<file path="config.mk">
export PLATFORM = sky130hd
export DESIGN_NAME = mips_seq_divider
export DESIGN_NICKNAME = d
export VERILOG_FILES = /design/src/rtl/mips_seq_divider.sv
export SDC_FILE = /design/constraint.sdc
export NUM_CORES = 1
export LEC_CHECK = 0
export ABC_CLOCK_PERIOD_IN_PS = 6300
export CAP_MARGIN = 10
export CORE_MARGIN = 1
export CORE_UTILIZATION = 59
export DETAILED_ROUTE_END_ITERATION = 10
export GPL_TIMING_DRIVEN = 0
export HOLD_SLACK_MARGIN = 0.03
export PLACE_DENSITY = 0.92
export SYNTH_ARGS = -nofsm -noshare
export SYNTH_HDL_FRONTEND = slang
export SYNTH_SLANG_ARGS = --single-unit
export TNS_END_PERCENT = 1
</file>
<file path="constraint.sdc">
create_clock -name clk -period 6.3 [get_ports clk]
set_clock_uncertainty 0.2 [all_clocks]
set_input_delay 0.63 -clock clk [delete_from_list [all_inputs] [get_ports clk]]
set_output_delay 0.63 -clock clk [all_outputs]
set_load 0.02 [all_outputs]
</file>
<file path="src/rtl/mips_seq_divider.sv">
// -----------------------------------------------------------------------------
// mips_seq_divider
//   Multi-cycle restoring divider for the MIPS DIV/DIVU path. One quotient bit
//   is produced per clock, so a divide takes WIDTH cycles from the start edge
//   to the done pulse. The quotient feeds LO and the remainder feeds HI.
//
// Parameters
//   WIDTH  operand/result width (>= 2)
//   CNT_W  iteration counter width (2**CNT_W > WIDTH)
//
// Ports
//   clk          rising-edge clock
//   reset_n      asynchronous active-low reset
//   start        divide request, sampled only while idle
//   is_signed    1 = DIV (two's complement), 0 = DIVU; sampled with start
//   dividend     numerator; sampled with start
//   divisor      denominator; sampled with start
//   busy         high while a divide is in progress
//   done         one-cycle pulse when the results become valid
//   quotient     LO result, held until the next done
//   remainder    HI result, held until the next done
//   div_by_zero  set with done when the divisor was zero, held until next done
// -----------------------------------------------------------------------------
module mips_seq_divider #(
  parameter int WIDTH = 32,
  parameter int CNT_W = 6
) (
  input  logic             clk,
  input  logic             reset_n,
  input  logic             start,
  input  logic             is_signed,
  input  logic [WIDTH-1:0] dividend,
  input  logic [WIDTH-1:0] divisor,
  output logic             busy,
  output logic             done,
  output logic [WIDTH-1:0] quotient,
  output logic [WIDTH-1:0] remainder,
  output logic             div_by_zero
);

  typedef enum logic {
    S_IDLE = 1'b0,
    S_CALC = 1'b1
  } state_t;

  state_t r_state;
  state_t w_next_state;
  logic   w_last_step;

  // Operation context captured at start.
  logic [CNT_W-1:0] r_cnt;
  logic [WIDTH-1:0] r_rem;      // partial remainder; always < divisor magnitude
  logic [WIDTH-1:0] r_dvd;      // dividend magnitude shifting out, quotient shifting in
  logic [WIDTH-1:0] r_dsr;      // divisor magnitude
  logic [WIDTH-1:0] r_raw_dvd;  // untouched dividend, returned on divide by zero
  logic             r_neg_quo;
  logic             r_neg_rem;
  logic             r_dz;

  // Registered results.
  logic             r_done;
  logic [WIDTH-1:0] r_quotient;
  logic [WIDTH-1:0] r_remainder;
  logic             r_div_by_zero;

  // Operand magnitudes. The negate is plain WIDTH-bit two's complement, so the
  // most negative value maps onto itself and is then read as unsigned 2**(WIDTH-1).
  logic             w_dvd_neg;
  logic             w_dsr_neg;
  logic [WIDTH-1:0] w_dvd_mag;
  logic [WIDTH-1:0] w_dsr_mag;

  assign w_dvd_neg = is_signed & dividend[WIDTH-1];
  assign w_dsr_neg = is_signed & divisor[WIDTH-1];
  assign w_dvd_mag = w_dvd_neg ? -dividend : dividend;
  assign w_dsr_mag = w_dsr_neg ? -divisor  : divisor;

  // One restoring step. The shifted remainder needs WIDTH+1 bits; the trial
  // difference then lies in (-divisor, divisor), so its top bit is the sign.
  logic [WIDTH:0]   w_shift_rem;
  logic [WIDTH:0]   w_trial;
  logic             w_q_bit;
  logic [WIDTH-1:0] w_rem_next;
  logic [WIDTH-1:0] w_dvd_next;

  assign w_shift_rem = {r_rem, r_dvd[WIDTH-1]};
  assign w_trial     = w_shift_rem - {1'b0, r_dsr};
  assign w_q_bit     = ~w_trial[WIDTH];
  assign w_rem_next  = w_q_bit ? w_trial[WIDTH-1:0] : w_shift_rem[WIDTH-1:0];
  assign w_dvd_next  = {r_dvd[WIDTH-2:0], w_q_bit};

  // Sign correction on the final magnitudes: truncation toward zero, with the
  // remainder taking the dividend's sign.
  logic [WIDTH-1:0] w_quo_fixed;
  logic [WIDTH-1:0] w_rem_fixed;

  assign w_quo_fixed = r_neg_quo ? -w_dvd_next : w_dvd_next;
  assign w_rem_fixed = r_neg_rem ? -w_rem_next : w_rem_next;

  // ---------------------------------------------------------------------------
  // FSM
  // ---------------------------------------------------------------------------
  always_ff @(posedge clk or negedge reset_n) begin
    // NOTE: sequential state is updated with non-blocking assignments so every
    // flop samples the pre-edge values, independent of block ordering.
    if (!reset_n) r_state <= S_IDLE;
    else          r_state <= w_next_state;
  end

  always_comb begin
    // NOTE: every output of this block gets a default first, so no path can
    // leave a variable unassigned and infer a latch.
    w_next_state = r_state;
    w_last_step  = 1'b0;
    case (r_state)
      S_IDLE: if (start) w_next_state = S_CALC;
      S_CALC: begin
        if (r_cnt == CNT_W'(1)) begin
          w_last_step  = 1'b1;
          w_next_state = S_IDLE;
        end
      end
      default: w_next_state = S_IDLE;
    endcase
  end

  // ---------------------------------------------------------------------------
  // Datapath and result registers
  // ---------------------------------------------------------------------------
  always_ff @(posedge clk or negedge reset_n) begin
    if (!reset_n) begin
      r_cnt         <= '0;
      r_rem         <= '0;
      r_dvd         <= '0;
      r_dsr         <= '0;
      r_raw_dvd     <= '0;
      r_neg_quo     <= 1'b0;
      r_neg_rem     <= 1'b0;
      r_dz          <= 1'b0;
      r_done        <= 1'b0;
      r_quotient    <= '0;
      r_remainder   <= '0;
      r_div_by_zero <= 1'b0;
    end else begin
      r_done <= 1'b0;
      case (r_state)
        S_IDLE: begin
          if (start) begin
            r_neg_quo <= w_dvd_neg ^ w_dsr_neg;
            r_neg_rem <= w_dvd_neg;
            r_dz      <= (divisor == '0);
            r_raw_dvd <= dividend;
            r_dvd     <= w_dvd_mag;
            r_dsr     <= w_dsr_mag;
            r_rem     <= '0;
            r_cnt     <= CNT_W'(WIDTH);
          end
        end
        S_CALC: begin
          r_rem <= w_rem_next;
          r_dvd <= w_dvd_next;
          r_cnt <= r_cnt - 1'b1;
          if (w_last_step) begin
            r_done        <= 1'b1;
            // A zero divisor still runs the full loop; its results are overridden.
            r_quotient    <= r_dz ? '1 : w_quo_fixed;
            r_remainder   <= r_dz ? r_raw_dvd : w_rem_fixed;
            r_div_by_zero <= r_dz;
          end
        end
        default: ;
      endcase
    end
  end

  assign busy        = (r_state == S_CALC);
  assign done        = r_done;
  assign quotient    = r_quotient;
  assign remainder   = r_remainder;
  assign div_by_zero = r_div_by_zero;

endmodule

</file>
==> results.md, run 1 <==
* Clock share of power at between 10 and 15%
* Tmin final at between 6 and 7 ns
* Drt pass-1 iters at 7
* PortBufs at ~130
* Switching pwr at roughly 0.0057 W
* Die Ht at approximately 150 um
* Reg area at a little over 5000 um2
* Fillers at 1676
* Max VDD drop at between 0.0004 and 0.0005 V
* Layout net count at 1887
* Initial antenna violation count at 0
* DP Cell Count at slightly above 2000
* Clk Latency, worst-skew pair at between 0.5 and 0.6 ns
* Post-Syn Nets at 1722
* Post-synth EDFFs at 0
* WL/cell at roughly 22 um
* Max-cap violations at 0
* Fmax at around 160 MHz
* First-pass GRT wire length at around 70 mm
* R2R Path Start: r_dvd[31]
* Sw Share at a little under 50%
* Antenna Nets Post-Route at 0
* Width of the die at 155 um
* Layout cells sized above 1 at approximately 8.0%
* Share of the yosys chip area belonging to registers at between 30% and 40%
* Failing checks: hold timing
* Gr usage total at roughly 38%
* Clock transition at the registers of the reported paths at approximately 0.060 ns
* Post-Syn Instances at 1615
* R2r endpoint: remainder[22]
* DP HPWL at around 33 mm
* PwrDens at ~700 nW/um2
* Vias at approximately 14000
* Core area at 22700 um2
* FF-to-FF setup slack at ~0.16 ns
* Diode count at 0
* Lkg Pwr at between 6 and 7 nW
* Fin. max-slew vios at 0
* Sequential Power Share at ~23%
* Root Buffer: clkbuf_16
* Post-layout util at approximately 72%
* Flop and latch count out of synthesis at roughly 200
* Multi-input logic area at 8080 um2
* PnR worst setup slack at approximately 0.16 ns
* Critical path peak fanout at 10
* Site row count at 55
* Vias per cell at 6.68
* Vias in the first global route at between 10000 and 15000
* Grt ovf at 0
* Buffer depth of the longest clock path at 3
* Dpl ws at -0.917 ns
* Critical path endpoint category: flop
* Setup violators final at 0
* TritonCTS Sinks at about 200
* # hold bufs at CTS at 0
* Main synth FF type: dfrtp_1
* Worst slew pin tran at about 1.1 ns
* Yosys warnings at 0
* RePlAce Congestion at between 0.9 and 1
* Internal power at around 0.0058 W
* Final-report hold violation count at 9
* Avg Inst Size Synth at 8.50 um2
* DRC at 0
* TritonCTS buffer count at 23
* Yosys cell types at roughly 90
* Post-Route WL at ~46 mm
* Initial DRC count at around 1600
* Initial Util at roughly 60%
* Worst path arrival time at about 6.4 ns
* Status: finished with violations
* Logic pwr share at 63.7%
* Hold WS at -0.0215 ns
* Die area at around 24000 um2
* P&R area growth vs syn at 19.6%
* Syn Std Cell Area at 13700 um2
* Slew HR at about 23%
* Largest net degree at the start of global routing at 121
* CTS tree: yes
* Crit path launch type: flop
* Most common cell after layout, fill and taps aside: dfrtp_1
* Reg2Reg Depth at 23
* Req. time, crit path at between 6 and 7 ns
* Hold Path Class: in2async
* CP Class: reg2reg
* H-tree Lvls at 1
* Asr flop ratio synth at 100%
* IO Pins at ~140
* Final std cells w/o fill at about 2100
* Most frequent cells in the layout: dfrtp_1, nand2_1, o21ai_0
* Final period util at a little over nine tenths
## how the worst max path moves through the flow
stage / cells past startpoint / start / endpoint / slack, ns
2_1_floorplan: 24 / r_dvd[31] / remainder[28] / 0.73
3_3_place_gp: 1 / reset_n / r_rem[4] / -3.84
3_5_place_dp: 24 / r_dvd[31] / remainder[28] / -0.92
4_1_cts: 23 / r_dvd[31] / remainder[22] / 0.03
5_1_grt: 23 / r_dvd[31] / remainder[22] / -0.006
6_report: 23 / r_dvd[31] / remainder[22] / 0.16
## power groups by stage
stage,sequential (W),clock (W),combinational (W)
after CTS,0.00258,0.00154,0.00705
after floorplan,0.00263,0,0.00469
after global placement,0.00255,0,0.00664
after global routing,0.00266,0.00159,0.00785
final,0.00261,0.00155,0.00729
after detailed placement,0.00258,0,0.00683
## stage by stage
stage	power (W)	cell area [um2]	hold slack, ns	TNS (ns)
after floorplan	0.00732	13700	0.134	0
after global placement	0.00919	15400	0.242	-785.52
after detailed placement	0.00941	15400	0.250	-6.16
after CTS	0.0112	16400	0.0320	0
after global routing	0.0121	16400	0.0668	-0.00640
final	0.0114	16400	-0.0215	0
## worst max-delay path: stages (launching register included)
cell and delay [ns]:
dfrtp_1 0.47, inv_2 0.15, ha_1 0.18, inv_1 0.06
fa_1 0.45, a211oi_4 0.31, nor3_2 0.13, nor4_4 0.23
nor4b_4 0.11, o21a_4 0.24, nor2_4 0.18, clkinvlp_4 0.17
clkbuf_4 0.25, buf_2 0.25, a21oi_2 0.23, ha_1 0.24
inv_1 0.13, nor4_4 0.36, nor4b_2 0.29, a32oi_1 0.16
or3_1 0.48, or4_1 0.52, nand4_1 0.15, nand2_1 0.07
## synth_stat cells (all sizes together), types with 3 or more instances
cell type | n | area (um2)
or4 | 7 | 52.6
nor3 | 35 | 196
o2111ai | 3 | 26.3
nor2 | 104 | 398
a31oi | 20 | 125
nand2 | 201 | 757
o21a | 14 | 113
nand4 | 10 | 62.6
inv | 57 | 214
clkbuf | 74 | 280
nor3b | 5 | 37.5
a21oi | 123 | 623
o211a | 4 | 40.0
nand3b | 5 | 37.5
a21boi | 3 | 22.5
mux2 | 41 | 462
or2 | 6 | 37.5
o31ai | 29 | 223
o41ai | 13 | 114
ha | 38 | 475
and2 | 11 | 68.8
mux2i | 40 | 400
or3 | 25 | 156
and4 | 4 | 35.0
a21o | 14 | 105
nor4 | 17 | 136
a211o | 4 | 35.0
o21ai | 199 | 1000
nand2b | 45 | 282
nor2b | 4 | 25.0
nand3 | 24 | 120
a211oi | 10 | 90.1
xor2 | 72 | 631
and3 | 10 | 62.6
buf | 19 | 90.1
or3b | 3 | 26.3
o22ai | 4 | 25.0
o21bai | 4 | 33.8
a41oi | 3 | 33.8
dfrtp | 204 | 5100
xnor2 | 57 | 499
o211ai | 9 | 72.6
nor4b | 5 | 58.8
## per-layer routing
metal / up-vias / GRT usage (%) / share of wire [%]
li1: 6090 / - / -
met1: 6667 / 50.6 / 39
met2: 989 / 59.4 / 45
met3: 171 / 8.13 / 12
met4: 0 / 15.2 / 4.3
met5: - / 0 / 0
## state kept, by name (all words and copies together), names as in the netlist, 6 cells and up
signal,flops
quotient,32
r_dsr,32
r_dvd,32
r_rem,32
r_cnt,6
r_raw_dvd,32
remainder,32
## final cells by class
cell class	instances	area share [%]
Buffer	92	2.27
Clock buffer	28	3.80
Clock inverter	14	1.46
Inverter	59	1.37
Multi-Input combinational cell	1259	49.2
Sequential cell	204	31.1
Tap cell	285	2.17
Timing Repair Buffer	141	8.63
## cells by family after synthesis
| kind of cell | Yosys count | share of synthesized area [%] |
|---|---|---|
| buffers and inverters | 152 | 4.31 |
| AO/OA/AOI/OAI | 482 | 21.3 |
| adder cells (fa/ha/maj) | 39 | 3.61 |
| AND/OR/NAND/NOR | 528 | 19.0 |
| flip-flops | 204 | 37.2 |
| XOR/XNOR | 129 | 8.23 |
| multiplexers | 81 | 6.28 |
## what timing repair did
item | 4_1_cts | 5_1_grt
setup buffers | 2 | 5
pin swaps | 0 | 2
endpoints found under the setup margin | 12 | 7
gates resized for setup | 11 | 2
No activity file was read; power rests on OpenSTA's default activity.
==> run 2: changes to the inputs <==
Settings changed: ABC_CLOCK_PERIOD_IN_PS 6300 to 6150, GPL_ROUTABILITY_DRIVEN from default to 1.
Clock period 6.3 ns to 6.15 ns, I/O delays scaled along.
==> run 2 against run 1 <==
  * The flow now finishes without violations
  * Global-route usage hardly changed
  * Power grew 2.4%
  * Worst setup slack worse by 0.0050 ns
  * Hold slack improved by 0.29 ns
  * Maximum frequency rose by 2.4%
  * Clock power hardly changed
  * Final cell count barely moved
  * Via count decreased by 0.80%
  * Sequential share of layout area barely moved
  * Register-to-register slack barely moved
  * Largest cell class unchanged
  * Routed wire length is 0.26% lower
  * Sequential cell count unchanged
==> results.md, run 2 (same netlist as run 1, synthesis figures left out) <==
* TritonCTS buffer count at 23
* WL/cell at around 22 um
* Switching pwr at between 0.005 and 0.006 W
* Req. time, crit path at 6.36 ns
* CTS tree: yes
* CP max stage delay at between 0.5 and 0.6 ns
* Vias per cell at approximately 6.6
* Most frequent cells in the layout: dfrtp_1, nand2_1, o21ai_0
* Die Ht at approximately 150 um
* Post-Route WL at between 40 and 50 mm
* CP Class: reg2reg
* Status: finished clean
* Diode count at 0
* Slowest CP cell: or4_1
* Internal power at 0.00589 W
* Reg2Reg Depth at 22
* Setup violators final at 0
* Hold Path Class: reg2reg
* Fillers at around 1700
* Initial DRC count at ~1700
* Worst slew pin tran at 1.22 ns
* RePlAce Congestion at just under 1
* Grt ovf at 0
* PortBufs at about 130
* Worst Hold Depth at 1
* Buffer depth of the longest clock path at 3
* Tmin final at between 5 and 6 ns
* Most common cell after layout, fill and taps aside: dfrtp_1
* First-pass GRT wire length at 70.4 mm
* IO Pins at around 140
* PwrDens at around 710 nW/um2
* DP HPWL at approximately 33 mm
* Site row count at 55
* Fmax at around 170 MHz
* Clk Latency, worst-skew pair at ~0.53 ns
* Hold WS at roughly 0.27 ns
* Worst path arrival time at just over 6 ns
* Vias in the first global route at between 10000 and 15000
* Sequential Power Share at a little under a quarter
* Slew HR at ~16%
* DRC at 0
* Antenna Nets Post-Route at 0
* Layout cells sized above 1 at under 10%
* Layout net count at 1886
* Width of the die at roughly 150 um
* Crit path launch type: flop
* Critical path endpoint category: flop
* Root Buffer: clkbuf_16
* RSZ-0062 raised after global routing: yes
* P&R area growth vs syn at 19.7%
* Initial antenna violation count at 0
* Max-cap violations at 0
* Final period util at between 90 and 100%
* TritonCTS Sinks at just over 200
* Setup TNS Final at 0 ns
* Die area at 23900 um2
* Initial Util at between 60% and 70%
* Sw Share at 49.7%
* H-tree Lvls at 1
* Core area at around 23000 um2
* Critical path peak fanout at 10
* Fin. max-slew vios at 0
* Post-Layout Inst Area at 16400 um2
* Area after DPL at around 15000 um2
* Vias at 13806
* Drt pass-1 iters at 6
* Final-report hold violation count at 0
* Largest net degree at the start of global routing at 121
* Clock share of power at about 14%
* Worst-path cell chain: inv_2 > ha_1 > inv_1 > fa_1 > a211oi_4 > nor3_2 > nor4_4 > nor4b_4 > nor3_4 > nor2_4 > clkinvlp_4 > clkbuf_2 > mux2i_1 > ha_1 > inv_1 > nor4_4 > nor4b_4 > a32oi_1 > or3_1 > or4_1 > nand4_1 > nand2_1
* Logic pwr share at a little under two thirds
* Gr usage total at 37.7%
* Clock transition at the registers of the reported paths at ~0.07 ns
* Lkg Pwr at ~7 nW
* Max VDD drop at 0.000464 V
-- run 2: final cells by class --
type / count / area, um2 / share of cell area, %
Tap cell: 285 / 357 / 2.17
Timing Repair Buffer: 140 / 1410 / 8.59
Sequential cell: 204 / 5100 / 31.1
Clock inverter: 14 / 239 / 1.45
Multi-Input combinational cell: 1259 / 8100 / 49.3
Clock buffer: 28 / 624 / 3.80
Inverter: 59 / 225 / 1.37
Buffer: 92 / 373 / 2.27
-- run 2: per-stage QoR --
stage	util, %	std cells	total power (W)	setup WS (ns)
after floorplan	-	1615	0.00750	0.583
after global placement	67.9	2033	0.00942	-3.98
after detailed placement	68.0	2034	0.00964	-1.07
after CTS	72.2	2079	0.0115	0.173
after global routing	72.4	2081	0.0124	-0.0697
final	72.4	2081	0.0117	0.158
-- run 2: timing repair --
action,CTS,global route
hold buffers,1,0
endpoints found under the hold margin,30,0
gates resized for setup,12,5
pin swaps,1,1
setup endpoints to repair,15,5
buffers inserted,3,2
-- run 2: worst max-delay path, delay by kind of cell, from the launching register on --
kind                     cells  cell delay [ns]
multiplexers                 1             0.43
buffers and inverters        5             0.77
AO/OA/AOI/OAI                2             0.45
flip-flops                   1             0.46
adder cells (fa/ha/maj)      3             0.92
AND/OR/NAND/NOR             11             2.64
-- run 2: routing by layer --
layer,up-vias,routed length (um),track usage [%]
met5,-,0,0
met1,6621,18000,50.6
met2,940,20300,59.6
li1,6077,-,-
met3,168,5160,8.27
met4,0,2020,15.0
-- run 2: power groups by stage --
stage | Clock, W | Combinational, W | Sequential, W
floorplan | 0 | 0.00480 | 0.00270
global placement | 0 | 0.00680 | 0.00262
detailed placement | 0 | 0.00699 | 0.00265
CTS | 0.00158 | 0.00724 | 0.00264
global route | 0.00163 | 0.00803 | 0.00272
finish | 0.00158 | 0.00746 | 0.00268
-- run 2: worst paths after layout --
check	startpoint	slack, ns	to
max reg2reg	r_dvd[31]	0.16	remainder[22]
max in group asynchronous	reset_n	4.28	r_rem[3]
max	r_dvd[31]	0.16	remainder[22]
min in group asynchronous	reset_n	0.54	quotient[14]
min	r_cnt[5]	0.27	r_cnt[5]
min reg2reg	r_cnt[5]	0.27	r_cnt[5]
